**config.mk**
```make
export PLATFORM = sky130hd
export DESIGN_NAME = bcd_key_entry
export DESIGN_NICKNAME = d
export VERILOG_FILES = /design/src/rtl/bcd_key_entry.sv
export SDC_FILE = /design/constraint.sdc
export NUM_CORES = 1
export LEC_CHECK = 0
export ABC_AREA = 1
export BUFFER_PORTS_ARGS = -buffer_cell sky130_fd_sc_hd__buf_2
export CAP_MARGIN = 5
export CORE_AREA = 2 2 71 73
export CTS_BUF_LIST = sky130_fd_sc_hd__clkbuf_16
export DETAILED_ROUTE_END_ITERATION = 7
export DIE_AREA = 0 0 73 75
export GPL_TIMING_DRIVEN = 0
export PLACE_DENSITY_LB_ADDON = 0.12
export SLEW_MARGIN = 10
export SYNTH_ARGS = -nofsm -noshare
export SYNTH_HDL_FRONTEND = slang
export SYNTH_SLANG_ARGS = --single-unit
export TNS_END_PERCENT = 50
```
**constraint.sdc**
```tcl
create_clock -name clk -period 4.45 [get_ports clk]
set_input_delay 0.2225 -clock clk [delete_from_list [all_inputs] [get_ports clk]]
set_output_delay 0.2225 -clock clk [all_outputs]
set_load 0.05 [all_outputs]
```
**src/rtl/bcd_key_entry.sv**
```systemverilog
// Decimal keypad entry into an N-digit BCD register with edge-detected presses,
// overflow tracking and a sequential, saturating BCD-to-binary converter.
module bcd_key_entry #(
    parameter int DIGITS = 2,
    parameter int BIN_W  = 8
) (
    input  logic                  clk,
    input  logic                  rst,
    input  logic [9:0]            key,
    input  logic                  clr,
    input  logic                  enter,
    output logic [4*DIGITS-1:0]   bcd,
    output logic [2:0]            digit_cnt,
    output logic                  overflow,
    output logic                  busy,
    output logic [BIN_W-1:0]      bin,
    output logic                  valid,
    output logic                  range_err
);

    localparam int BW = 4 * DIGITS;
    localparam int AW = BIN_W + 4;
    localparam int IW = (DIGITS > 1) ? $clog2(DIGITS) : 1;
    localparam logic [AW-1:0] ACC_MAX = {4'b0000, {BIN_W{1'b1}}};

    typedef enum logic [1:0] {
        IDLE = 2'd0,
        CONV = 2'd1,
        DONE = 2'd2
    } state_t;

    state_t state_q, state_d;

    logic [BW-1:0]    bcd_q, bcd_d;
    logic [2:0]       digit_cnt_q, digit_cnt_d;
    logic             overflow_q, overflow_d;
    logic [BIN_W-1:0] bin_q, bin_d;
    logic             valid_q, valid_d;
    logic             range_err_q, range_err_d;
    logic [9:0]       key_prev_q, key_prev_d;
    logic [AW-1:0]    acc_q, acc_d;
    logic [IW-1:0]    idx_q, idx_d;
    logic             sat_q, sat_d;

    logic          press;
    logic [3:0]    code;
    logic [3:0]    digit;
    logic [AW-1:0] acc_step;

    // Highest-index key wins when several are pressed together
    always_comb begin
        code = 4'd0;
        for (int i = 0; i < 10; i++) begin
            if (key[i]) begin
                code = 4'(i);
            end
        end
    end

    assign press = (key != 10'd0) && (key_prev_q == 10'd0);

    always_comb begin
        digit = 4'd0;
        for (int i = 0; i < DIGITS; i++) begin
            if (idx_q == IW'(i)) begin
                digit = bcd_q[4*i +: 4];
            end
        end
    end

    assign acc_step = (acc_q << 3) + (acc_q << 1) + AW'(digit);

    // State register
    always_ff @(posedge clk) begin
        if (rst) begin
            state_q <= IDLE;
        end else begin
            state_q <= state_d;
        end
    end

    // Next-state logic
    always_comb begin
        state_d = state_q;
        if (clr) begin
            state_d = IDLE;
        end else begin
            unique case (state_q)
                IDLE: if (enter) state_d = CONV;
                CONV: if (idx_q == IW'(0)) state_d = DONE;
                DONE: state_d = IDLE;
                default: state_d = IDLE;
            endcase
        end
    end

    // Output logic
    always_comb begin
        busy = (state_q == CONV) || (state_q == DONE);
    end

    // Datapath next values
    always_comb begin
        bcd_d       = bcd_q;
        digit_cnt_d = digit_cnt_q;
        overflow_d  = overflow_q;
        bin_d       = bin_q;
        valid_d     = 1'b0;
        range_err_d = range_err_q;
        key_prev_d  = key;
        acc_d       = acc_q;
        idx_d       = idx_q;
        sat_d       = sat_q;
        if (clr) begin
            bcd_d       = '0;
            digit_cnt_d = 3'd0;
            overflow_d  = 1'b0;
            range_err_d = 1'b0;
        end else begin
            unique case (state_q)
                IDLE: begin
                    if (enter) begin
                        acc_d = '0;
                        idx_d = IW'(DIGITS - 1);
                        sat_d = 1'b0;
                    end else if (press) begin
                        if (digit_cnt_q < 3'(DIGITS)) begin
                            bcd_d       = (bcd_q << 4) | BW'(code);
                            digit_cnt_d = digit_cnt_q + 3'd1;
                        end else begin
                            overflow_d = 1'b1;
                        end
                    end
                end
                CONV: begin
                    // Once clamped the accumulator stays at full scale
                    if (sat_q || (acc_step > ACC_MAX)) begin
                        acc_d = ACC_MAX;
                        sat_d = 1'b1;
                    end else begin
                        acc_d = acc_step;
                    end
                    idx_d = idx_q - IW'(1);
                end
                DONE: begin
                    bin_d       = acc_q[BIN_W-1:0];
                    range_err_d = sat_q;
                    valid_d     = 1'b1;
                end
                default: ;
            endcase
        end
    end

    // key_prev follows key through reset so a key held across reset is not a press
    always_ff @(posedge clk) begin
        if (rst) begin
            bcd_q       <= '0;
            digit_cnt_q <= 3'd0;
            overflow_q  <= 1'b0;
            bin_q       <= '0;
            valid_q     <= 1'b0;
            range_err_q <= 1'b0;
            key_prev_q  <= key;
            acc_q       <= '0;
            idx_q       <= '0;
            sat_q       <= 1'b0;
        end else begin
            bcd_q       <= bcd_d;
            digit_cnt_q <= digit_cnt_d;
            overflow_q  <= overflow_d;
            bin_q       <= bin_d;
            valid_q     <= valid_d;
            range_err_q <= range_err_d;
            key_prev_q  <= key_prev_d;
            acc_q       <= acc_d;
            idx_q       <= idx_d;
            sat_q       <= sat_d;
        end
    end

    assign bcd       = bcd_q;
    assign digit_cnt = digit_cnt_q;
    assign overflow  = overflow_q;
    assign bin       = bin_q;
    assign valid     = valid_q;
    assign range_err = range_err_q;

endmodule
```
==> Yosys cells after proc, flatten, opt, wreduce, memory -nomap -nowiden <==
Index checks and enable logic that the tools add are counted.
{ "word_totals": {"reg_bits": 47, "input_bits": 14} }
{ "classes": {"addsub": 4, "order_cmp": 2, "eq_ne": 5, "mux": 22, "n_bitwise": 4, "n_reduce_logical": 14} }
{ "op_table": {"columns": ["operator", "count"], "rows": [
  ["2-to-1 mux 11 bit", 2],
  ["one-hot mux 11 bit (2 select lines)", 1],
  ["2-to-1 mux 4 bit", 5],
  ["adder 12 bit", 1],
  ["adder 12 x 4 -> 12 bit", 1],
  ["> comparator 12 x 8 -> 1 bit (second input constant)", 1],
  ["AND reduction 4 bit", 3],
  ["zero test 10 bit", 1],
  ["nonzero test 10 bit", 1],
  ["2-to-1 mux 2 bit", 4],
  ["bitwise OR 8 x 4 -> 8 bit", 1],
  ["2-to-1 mux 3 bit", 2],
  ["2-to-1 mux 1 bit", 5],
  ["inequality test 2 bit (second input constant)", 2],
  ["one-hot mux 1 bit (2 select lines)", 2],
  ["one-hot mux 2 bit (2 select lines)", 1],
  ["AND reduction 2 bit", 2],
  ["adder 3 x 1 -> 3 bit (second input constant)", 1],
  ["< comparator 3 x 2 -> 1 bit (second input constant)", 1],
  ["inverter 1 bit", 3],
  ["AND reduction 3 bit", 1],
  ["== test 2 x 1 -> 1 bit (second input constant)", 1],
  ["== test 2 bit (second input constant)", 1],
  ["zero test 2 bit", 1],
  ["other kinds (6)", 7]
]} }

==> Longest topological paths before layout <==
{ "depth": {"word_depth": 10, "ltp_mapped": 18, "ltp_nobuf": 18} }

==> Worst setup path before layout <==
OpenSTA, ideal clock, no wires.
{ "synth_path": {"path_type": "register to register", "startpoint": "register bcd_q[7], in the netlist bcd[7]", "endpoint": "register acc_q[0]", "setup_time_ns": 0.132, "t_arrival_ns": 2.662, "t_required_ns": 4.318, "path_slack_ns": 1.656, "path_stages_with_launch": 17, "n_path_buf": 0, "path_cell_list": "dfxtp_1 -> inv_1 -> nand2_1 -> o21ai_0 -> fa_1 -> inv_1 -> fa_1 -> nand2_1 -> nand3_1 -> nand2_1 -> nand2_1 -> nand2_1 -> nand2_1 -> nor2_4 -> nand3_1 -> nand2_1 -> a21oi_1"} }
{ "synth_via": {"elab_chain_cells": 6} }
{ "synth_lines": {"columns": ["element", "line", "text"], "rows": [
  ["start: declaration", "34", "logic [BW-1:0] bcd_q, bcd_d;"],
  ["start signal: assignment", "158", "bcd_q <= '0;"],
  ["start signal: assignment", "169", "bcd_q <= bcd_d;"],
  ["2-to-1 mux 4 bit", "65", "if (idx_q == IW'(i)) begin"],
  ["adder 12 x 4 -> 12 bit", "71", "assign acc_step = (acc_q << 3) + (acc_q << 1) + AW'(digit);"],
  ["> comparator 12 x 8 -> 1 bit", "137", "if (sat_q || (acc_step > ACC_MAX)) begin"],
  ["logical OR 1 bit", "137", null],
  ["2-to-1 mux 11 bit", "137", null],
  ["one-hot mux 11 bit (2 select lines)", "120", "unique case (state_q)"],
  ["end signal: assignment", "165", "acc_q <= '0;"],
  ["end signal: assignment", "176", "acc_q <= acc_d;"],
  ["end: declaration", "41", "logic [AW-1:0] acc_q, acc_d;"]
]} }
Every way passes these cells.
A chain may end at the register's enable or synchronous reset.

==> Worst setup path after layout <==
{ "layout_path": {"startpoint": "register idx_q", "endpoint": "register acc_q[4]"} }
{ "layout_via": {"elab_chain_cells": 6} }
{ "layout_lines": {"columns": ["element", "line", "text"], "rows": [
  ["start: declaration", "42", "logic [IW-1:0] idx_q, idx_d;"],
  ["start signal: assignment", "177", "idx_q <= idx_d;"],
  ["2-to-1 mux 4 bit *", "65", null],
  ["adder 12 x 4 -> 12 bit *", "71", null],
  ["> comparator 12 x 8 -> 1 bit", "137", null],
  ["logical OR 1 bit", "137", null],
  ["2-to-1 mux 11 bit *", "137", null],
  ["one-hot mux 11 bit (2 select lines) *", "120", null]
]} }
Every way passes the cells marked *; elsewhere a longest branch is shown, timed or not.

==> impl_metrics.toml <==
[floorplan]
num_io_pins = 37
fp-row-count = 25
start_util_pct = 54.0
die_w_um = 73
die_h_um = 75
core_sq_um = 4660
die_area_sq_um = 5480

[pwr]
p_per_area_nw_per_um2 = 298
finalPower_w = 0.000864
switching_power_w = 0.000209
sequentialPowerShare_pct = 50.3
p_comb_share_pct = 8.3
power_switching_share_pct = 24.2
max-vdd-ir-drop_mv = 0.158
p_int_w = 0.000655
pwr-share-clk_pct = 41.5
total_leakage_power_nw = 1.51

[routing]
first_iter_violations = 110
wl_per_cell_um = 12.4
dr.pass1.iters = 4
routed_wl_mm = 5.47
drtAntennaViolNets = 0
viasPerCell = 5.19
drc_errors = 0
via_count = 2282

[logic_synthesis]
synth_area_sq_um = 2520
synth_seq_area_share_pct = 37.4
synth_nets = 381
netlist_instances = 343
synth-seq-cells = 47
synth.distinct_cells = 31
ys_warn_count = 0
synth_area_per_cell_sq_um = 7.34

[setup_path]
crit_fanout = 9
rrSetupSlack_ps = 1640
cp-end-kind = "flip-flop"
critPathLaunchType = "flip-flop"
critPathRequiredTime_ps = 4590
path_class = "flip-flop to flip-flop"
reg2reg_from = "idx_q$_SDFFE_PP0P_"
reg2reg_depth = 15
r2r-end = "acc_q[4]$_SDFFE_PP0P_"
cp_data_arrival_time_ps = 2960

[job]
maxCapViolations = 0

[min_path]
hp-class = "input pin to flip-flop"
whs_endpoint = "key_prev_q[4]$_DFF_P_"
hold_depth = 1
min-delay-start = "key[4]"

[grt]
grt_use_total_pct = 22.3
antenna_found_initial = 0
grt_pass1_vias = 2125
grt_max_degree = 15
grt_overflow = 0
grt_pass1_wl_mm = 9.44

[clock_network]
cts_tree = "done"
cts-resized-gates = 0
cts_sinks = 47
cts-buffers-inserted = 5
cts.clk_slew.worst_paths_ps = 60
clk_latency_ps = 280
root_buffer = "clkbuf_16"
clock_path_buffers = 2
postCtsSetupRepairBufs = 0
cts-htree-levels = 2
cts_hold_buf = 0

[timing]
drv_slew = 0
fin_crit_ps = 2810
finalCritPeriodShare_pct = 63.3
relSlewSlack_pct = 61.7
setup_viol = 0
finalClockSkew_ps = 5.15
final-hold-violation-count = 0
worst_pin_slew_ps = 572
rsz0062_at_grt = "false"
max_freq_mhz = 355
hold_slack_ps = 59.7
tns_ps = 0

[placed_design]
dp.cells = 432
detailed_place_hpwl_mm = 4.20
gp_congestion = 0.868
portBuffers = 35

[finish]
stdcell_count = 440
layout.cells.most_common = "nand2_1"
final_cell_mix = "74 x nand2_1, 53 x inv_1, 47 x dfxtp_1, 36 x nor2_1, 36 x buf_2"
fin_nets = 423
drive_gt1_share_pct = 14.0
area_growth_pct = 15.2
n_antenna_cell = 0

[outcome]
outcome = "finished, final reports clean"
[cell families after synthesis]
family,after synthesis,share of synthesized area [%]
buffers and inverters,59,9.14
AND/OR/NAND/NOR,151,27.0
flip-flops,47,37.4
AO/OA/AOI/OAI,58,12.6
XOR/XNOR,4,1.39
adder cells (fa/ha/maj),24,12.5
[metal layers]
metal,track usage [%],part of all wire (%),vias to the layer above,wire length [um]
li1,-,-,1186,-
met1,26.1,44,1039,2400
met2,40.8,51,48,2780
met3,4.55,4.1,9,223
met4,6.79,1.3,0,73
met5,0,0,-,0
[flip-flops by register name (all words and copies together), names as in the netlist]
register	count
acc_q	11
bcd	8
bin	8
digit_cnt	3
idx_q	1
key_prev_q	10
overflow	1
range_err	1
sat_q	1
state_q	2
valid	1
[critical path, stage by stage (launching register included)]
cell and delay [ps]:
dfxtp_1 400, inv_1 110, o21ai_0 190, ha_1 270
ha_1 260, fa_1 450, nand2_1 100, nand3_1 110
nand2_1 110, nand2_1 50, nand2_1 50, nand2_1 70
nor2_4 240, nand3_1 120, nand2_1 80, a21oi_1 60
[synth_stat cells]
master	number	area, sq um
o21bai_1	1	7.51
nand3_1	23	115
nand4_1	5	31.3
o21a_1	1	7.51
o21ai_1	1	5.00
nand2_1	74	278
a21oi_2	1	8.76
buf_6	1	11.3
nor2_1	36	135
nor2_4	2	22.5
fa_1	2	40.0
o21ai_0	23	115
nor4_4	1	21.3
xor2_1	2	17.5
nor3_2	1	10.0
ha_1	22	275
buf_2	1	5.00
nor3_1	2	10.0
clkbuf_1	3	11.3
inv_2	1	3.75
and2_1	1	6.26
a21oi_1	28	140
dfxtp_1	47	941
inv_1	53	199
nand3_2	1	10.0
a211oi_1	1	7.51
a211oi_2	2	25.0
xnor2_1	2	17.5
or2_1	3	18.8
nor4_2	1	12.5
or2_4	1	8.76
[power groups by stage]
stage	logic [W]	registers (W)	clock network, W
floorplan	0.0000403	0.000452	0
global placement	0.0000700	0.000444	0
detailed placement	0.0000714	0.000444	0
CTS	0.0000716	0.000434	0.000365
global route	0.0000798	0.000436	0.000386
finish	0.0000715	0.000434	0.000358
[worst max path at each step]
stage,start,end,slack (ps),depth (start not counted)
5_1_grt,idx_q$_SDFFE_PP0P_,acc_q[4]$_SDFFE_PP0P_,1370,15
3_5_place_dp,idx_q$_SDFFE_PP0P_,acc_q[4]$_SDFFE_PP0P_,1650,15
3_3_place_gp,idx_q$_SDFFE_PP0P_,acc_q[7]$_SDFFE_PP0P_,1670,15
2_1_floorplan,bcd[7]$_SDFFE_PP0P_,acc_q[0]$_SDFFE_PP0P_,1660,16
6_report,idx_q$_SDFFE_PP0P_,acc_q[4]$_SDFFE_PP0P_,1640,15
4_1_cts,idx_q$_SDFFE_PP0P_,acc_q[4]$_SDFFE_PP0P_,1630,15
[layout make-up]
cell class / count / area [sq um]
Clock buffer: 5 / 125
Multi-Input combinational cell: 237 / 1350
Sequential cell: 47 / 941
Timing Repair Buffer: 35 / 175
Fill cell: 446 / 1760
Buffer: 5 / 27.5
Inverter: 54 / 203
Clock inverter: 3 / 15.0
Tap cell: 54 / 67.6
[metrics by stage]
| step | worst slack, ps | area (sq um) | utilization (%) |
|---|---|---|---|
| after floorplan | 1660 | 2520 | - |
| after CTS | 1630 | 2900 | 62.2 |
| after detailed placement | 1650 | 2760 | 59.2 |
| after global routing | 1370 | 2900 | 62.2 |
| after global placement | 1670 | 2760 | 59.2 |
| final | 1640 | 2900 | 62.2 |
Power figures use the tool's default switching activity.
